==> src/rtl/pipeline_pkg.sv <==
// Shared pipeline constants and the instruction-fetch state encoding.
package pipeline_pkg;

  localparam int unsigned XLEN = 32;
  localparam logic [XLEN-1:0] NOP = 32'h0000_0013;

  typedef enum logic [1:0] {
    StIdle,
    StFetch,
    StHold,
    StDrain
  } fetch_state_e;

endpackage

==> src/rtl/if_id_reg.sv <==
// IF/ID pipeline register; a bubble keeps the PC and writes an invalid NOP.
module if_id_reg
  import pipeline_pkg::*;
(
  input  logic            clk,
  input  logic            rst_n,
  input  logic            load_i,
  input  logic            bubble_i,
  input  logic [XLEN-1:0] pc_i,
  input  logic [XLEN-1:0] instr_i,
  output logic [XLEN-1:0] pc_o,
  output logic [XLEN-1:0] instr_o,
  output logic            valid_o
);

  logic [XLEN-1:0] pc_q, pc_d;
  logic [XLEN-1:0] instr_q, instr_d;
  logic            valid_q, valid_d;

  always_comb begin
    pc_d    = pc_q;
    instr_d = instr_q;
    valid_d = valid_q;
    if (load_i) begin
      if (bubble_i) begin
        instr_d = NOP;
        valid_d = 1'b0;
      end else begin
        pc_d    = pc_i;
        instr_d = instr_i;
        valid_d = 1'b1;
      end
    end
  end

  always_ff @(posedge clk or negedge rst_n) begin
    if (!rst_n) begin
      pc_q    <= '0;
      instr_q <= NOP;
      valid_q <= 1'b0;
    end else begin
      pc_q    <= pc_d;
      instr_q <= instr_d;
      valid_q <= valid_d;
    end
  end

  assign pc_o    = pc_q;
  assign instr_o = instr_q;
  assign valid_o = valid_q;

endmodule

==> src/rtl/if_stage.sv <==
// Instruction fetch stage: PC, fetch FSM, hold buffer for stalled responses, IF/ID register.
module if_stage
  import pipeline_pkg::*;
#(
  parameter logic [31:0] RESET_PC = 32'h0000_0000
) (
  input  logic            clk,
  input  logic            rst_n,
  input  logic            pc_write,
  input  logic            if_write,
  input  logic            branch_taken,
  input  logic [XLEN-1:0] branch_target,
  output logic            imem_req,
  output logic [XLEN-1:0] imem_addr,
  input  logic            imem_ready,
  input  logic [XLEN-1:0] imem_rdata,
  output logic [XLEN-1:0] if_id_pc,
  output logic [XLEN-1:0] if_id_instr,
  output logic            if_id_valid,
  output logic [4:0]      if_id_rs1,
  output logic [4:0]      if_id_rs2
);

  fetch_state_e    state_q, state_d;
  logic [XLEN-1:0] pc_q, pc_d;
  logic [XLEN-1:0] hold_q, hold_d;
  logic [XLEN-1:0] drain_addr_q, drain_addr_d;
  logic            ifid_load, ifid_bubble;
  logic [XLEN-1:0] ifid_instr;

  always_comb begin
    state_d      = state_q;
    pc_d         = pc_q;
    hold_d       = hold_q;
    drain_addr_d = drain_addr_q;
    ifid_load    = 1'b0;
    ifid_bubble  = 1'b0;
    ifid_instr   = hold_q;
    imem_req     = 1'b0;

    unique case (state_q)
      StIdle: state_d = StFetch;
      StFetch: begin
        imem_req = 1'b1;
        if (imem_ready) begin
          if (pc_write && if_write) begin
            ifid_load  = 1'b1;
            ifid_instr = imem_rdata;
            pc_d       = pc_q + 32'd4;
          end else begin
            hold_d  = imem_rdata;
            state_d = StHold;
          end
        end else if (if_write) begin
          ifid_load   = 1'b1;
          ifid_bubble = 1'b1;
        end
      end
      StHold: begin
        if (pc_write && if_write) begin
          ifid_load = 1'b1;
          pc_d      = pc_q + 32'd4;
          state_d   = StFetch;
        end
      end
      StDrain: begin
        // Old request stays on the bus until it completes; its data is dropped.
        imem_req = 1'b1;
        if (imem_ready) state_d = StFetch;
      end
      default: state_d = StIdle;
    endcase

    if (branch_taken) begin
      pc_d = {branch_target[XLEN-1:2], 2'b00};
      if (state_q != StDrain) begin
        ifid_load    = 1'b1;
        ifid_bubble  = 1'b1;
        hold_d       = '0;
        drain_addr_d = pc_q;
        state_d      = (state_q == StFetch && !imem_ready) ? StDrain : StFetch;
      end
    end
  end

  always_ff @(posedge clk or negedge rst_n) begin
    if (!rst_n) begin
      state_q      <= StIdle;
      pc_q         <= RESET_PC;
      hold_q       <= '0;
      drain_addr_q <= '0;
    end else begin
      state_q      <= state_d;
      pc_q         <= pc_d;
      hold_q       <= hold_d;
      drain_addr_q <= drain_addr_d;
    end
  end

  assign imem_addr = (state_q == StDrain) ? drain_addr_q : pc_q;

  if_id_reg u_if_id_reg (
    .clk      (clk),
    .rst_n    (rst_n),
    .load_i   (ifid_load),
    .bubble_i (ifid_bubble),
    .pc_i     (pc_q),
    .instr_i  (ifid_instr),
    .pc_o     (if_id_pc),
    .instr_o  (if_id_instr),
    .valid_o  (if_id_valid)
  );

  assign if_id_rs1 = if_id_instr[19:15];
  assign if_id_rs2 = if_id_instr[24:20];

endmodule

==> config.mk <==
export PLATFORM = sky130hd
export DESIGN_NAME = if_stage
export DESIGN_NICKNAME = d
export VERILOG_FILES = /design/src/rtl/pipeline_pkg.sv /design/src/rtl/if_id_reg.sv /design/src/rtl/if_stage.sv
export SDC_FILE = /design/constraint.sdc
export NUM_CORES = 1
export LEC_CHECK = 0
export CELL_PAD_IN_SITES_DETAIL_PLACEMENT = 1
export CELL_PAD_IN_SITES_GLOBAL_PLACEMENT = 1
export CORE_UTILIZATION = 39
export CTS_BUF_LIST = sky130_fd_sc_hd__clkbuf_16
export DETAILED_ROUTE_END_ITERATION = 8
export HOLD_SLACK_MARGIN = 0.12
export PLACE_DENSITY_LB_ADDON = 0.1
export SETUP_SLACK_MARGIN = 0.5
export SYNTH_ARGS = -nofsm -noshare
export SYNTH_HDL_FRONTEND = slang
export SYNTH_HIERARCHICAL = 1
export SYNTH_SLANG_ARGS = --single-unit
==> constraint.sdc <==
create_clock -name clk -period 2.72 [get_ports clk]
set_input_delay 0.408 -clock clk [delete_from_list [all_inputs] [get_ports clk]]
set_output_delay 0.408 -clock clk [all_outputs]
set_load 0.005 [all_outputs]
==> results.yml <==
worst_setup_path:
  worst_path_max_delay_cell: "dfrtp_2"
  max_stage_delay_ps: 460
  path_cells: "ha_4 -> buf_12 -> buf_16 -> buf_12 -> nand2b_4 -> o21ai_4 -> nor2b_4 -> buf_6 -> buf_16 -> buf_12 -> mux2_4"
  critPathRequiredTime_ps: 3030
  rr_worst_depth: 11
  arrival_ps: 2630
  cp_max_fo: 7
  cp_num_cells: 11
  cpMostUsedCell: "buf_12"
  crit_buf_inv: 6
  path_class: "reg -> reg"
  critPathTopFamily: "buffers and inverters"
  critPathLaunchType: "flip-flop"
  endpoint_kind: "flip-flop"
layout:
  fin_area_mm2: 0.0113
  layout-drive-gt1-share_pct: 25.0
  layout.nets: 1072
  area_growth_pct: 42.4
  stdcell_count: 1274
  n_fill_cell: 2109
  n_antenna_cell: 0
detailed_routing:
  drc_errors: 0
  antenna_left: 0
  totalWireLength_um: 25900
  firstDrtPassIters: 4
  first_iter_violations: 312
  wl_per_cell_um: 20.3
  vias: 6842
  vias_per_cell: 5.37
cts:
  h-tree-depth: 4
  cts_buffers: 17
  clkTransAtPathRegs_ps: 70
  clock_latency_ps: 420
  cts_sinks: 159
  cts-root-buf: "clkbuf_16"
  cts_tree: "yes"
  clockBufferDepth: 2
logic_synthesis:
  synth_top_cell_by_area: "dfrtp_1"
  yosys.cell_types.count: 51
  synthTopCellsByCount: "172 x nand2_1, 156 x dfrtp_1, 66 x mux2_2"
  avgSynthCellArea_um2: 10.0
  netlist_instances: 793
  synth_flop_cell: "dfrtp_1"
  synth_edf_count: 0
  yosysSeqAreaShare_pct: 50.1
  synthArstFlopShare_pct: 100
  synth_area_leaders: "dfrtp_1 49%, mux2_2 9.4%, nand2_1 8.1%"
  yosysMostFrequentCell: "nand2_1"
  synth_area_mm2: 0.00795
  yosys_warnings: 6
  synth_top_area_share_pct: 49.1
  synth_seq_cells: 159
die:
  initial_core_util_pct: 40.3
  fp.dieH_um: 145
  ios: 178
  die_w_um: 145
  row_count: 51
  core_mm2: 0.0197
  die_area_mm2: 0.0210
grt:
  grt_max_degree: 70
  grt_pass1_vias: 7257
  overflow: 0
  antenna_found_initial: 0
  grt_pass1_wl_um: 39100
  grt_use_total_pct: 24.6
sta:
  finalSetupViolCount: 0
  tns_ps: 0
  whs_ps: 476
  drv_slew: 0
  max-slew-margin-rel_pct: 54.4
  clock_skew_ps: 9.88
  tightest_slew_ps: 684
  rsz0062_at_grt: "yes"
  min_period_over_period_pct: 85.2
  timing.final.hold_violations: 0
  layout_min_cycle_time_ps: 2320
  fin_ws_ps: 404
  fmax_ghz: 0.432
power_and_ir_drop:
  peakVddDrop_v: 0.000495
  power_density_mw_per_mm2: 974
  p_leak_uw: 0.00489
placed_design:
  port_buffers: 173
  gp_congestion: 0.766
  post-place-ws_ps: 247
  dp_hpwl_um: 15200
  place_area_mm2: 0.00996
  dp.cells: 1196
worst_hold_path:
  hold_depth: 2
  min-delay-path-class: "reg -> reg"
run_status:
  status: "finished, final reports clean"
run:
  max_cap_violations: 0
-- stage by stage --
stage / total power (µW) / utilization [%]
final: 11000 / 57.4
after global routing: 11600 / 57.4
after CTS: 10700 / 55.9
after detailed placement: 7530 / 50.5
after global placement: 7370 / 50.5
after floorplan: 5590 / -
-- registers in the layout, summed over array words and instances (netlist names) --
| name | count |
|---|---|
| u_if_id_reg/instr_o | 32 |
| pc_q | 30 |
| hold_q | 32 |
| u_if_id_reg/valid_o | 1 |
| state_q | 2 |
| drain_addr_q | 30 |
| u_if_id_reg/pc_o | 32 |
-- worst reg2reg max path: cells and delay by family, from the launching register on --
| family | cells | cell delay (ps) |
|---|---|---|
| adder cells (fa/ha/maj) | 1 | 230 |
| AO/OA/AOI/OAI | 1 | 60 |
| buffers and inverters | 6 | 780 |
| AND/OR/NAND/NOR | 2 | 370 |
| flip-flops | 1 | 460 |
| multiplexers | 1 | 310 |
-- power by group --
part,switching [µW],leakage [µW],internal [µW]
sequential,500,0.00197,3090
clock,1000,0.000276,1350
combinational,2080,0.00265,3000
total,3580,0.00489,7440
-- metal layers --
metal | routed length, µm | global-route usage (%) | share of wire (%)
met5 | 0 | 0 | 0
met4 | 449 | 7.48 | 1.7
met3 | 1170 | 4.51 | 4.5
met2 | 12600 | 41.2 | 49
met1 | 11700 | 32.1 | 45
-- kinds of logic (layout without fill, tap and decap cells) --
group / count (synthesis) / in the layout / share of synthesized area (%)
other: 1 / 4 / 0.0472
adders and majority gates: 6 / 6 / 0.945
buffers and inverters: 98 / 308 / 5.87
DFF: 159 / 159 / 50.1
AOI/OAI and AO/OA: 132 / 132 / 9.52
and+or+nand+nor: 295 / 297 / 18.0
muxes: 95 / 96 / 14.7
xor gates and xnor gates: 7 / 7 / 0.771
-- cell type report --
class / count / area [µm²] / area share [%]
clock inverter: 15 / 144 / 1.27
clock buffer: 17 / 425 / 3.76
tap: 265 / 332 / 2.93
inverter: 34 / 128 / 1.13
timing repair buffer: 242 / 2590 / 22.9
multi-input combinational: 542 / 3710 / 32.8
sequential: 159 / 3990 / 35.2
-- repair_timing --
action | CTS | global route
hold buffers | 1 | 0
buffers inserted | 28 | 6
pin swaps | 3 | 3
cloned | 6 | 5
endpoints found under the hold margin | 62 | 0
resized for setup | 169 | 38
setup endpoints to repair | 80 | 80
-- worst paths after layout --
kind,slack [ps],start,end
hold / removal,480,drain_addr_q[8],drain_addr_q[8]
setup / recovery,400,state_q[1],u_if_id_reg/pc_o[24]
max in group asynchronous,1350,rst_n,pc_q[13]
setup reg to reg,400,state_q[1],u_if_id_reg/pc_o[24]
min in group asynchronous,570,rst_n,drain_addr_q[12]
hold reg to reg,480,drain_addr_q[8],drain_addr_q[8]
-- cell usage in the layout (no fill, tap or decap), drive strengths merged, types with 20 or more instances in the layout --
cell | Yosys | layout
nand2 | 172 | 172
dfrtp | 156 | 156
clkdlybuf4s50 | 0 | 141
buf | 23 | 97
mux2 | 93 | 94
o21ai | 47 | 47
a21oi | 39 | 39
inv | 33 | 37
nor2 | 29 | 29
nand3b | 27 | 27
a31oi | 22 | 22
clkbuf | 41 | 20
No activity file was read; power rests on OpenSTA's default activity.
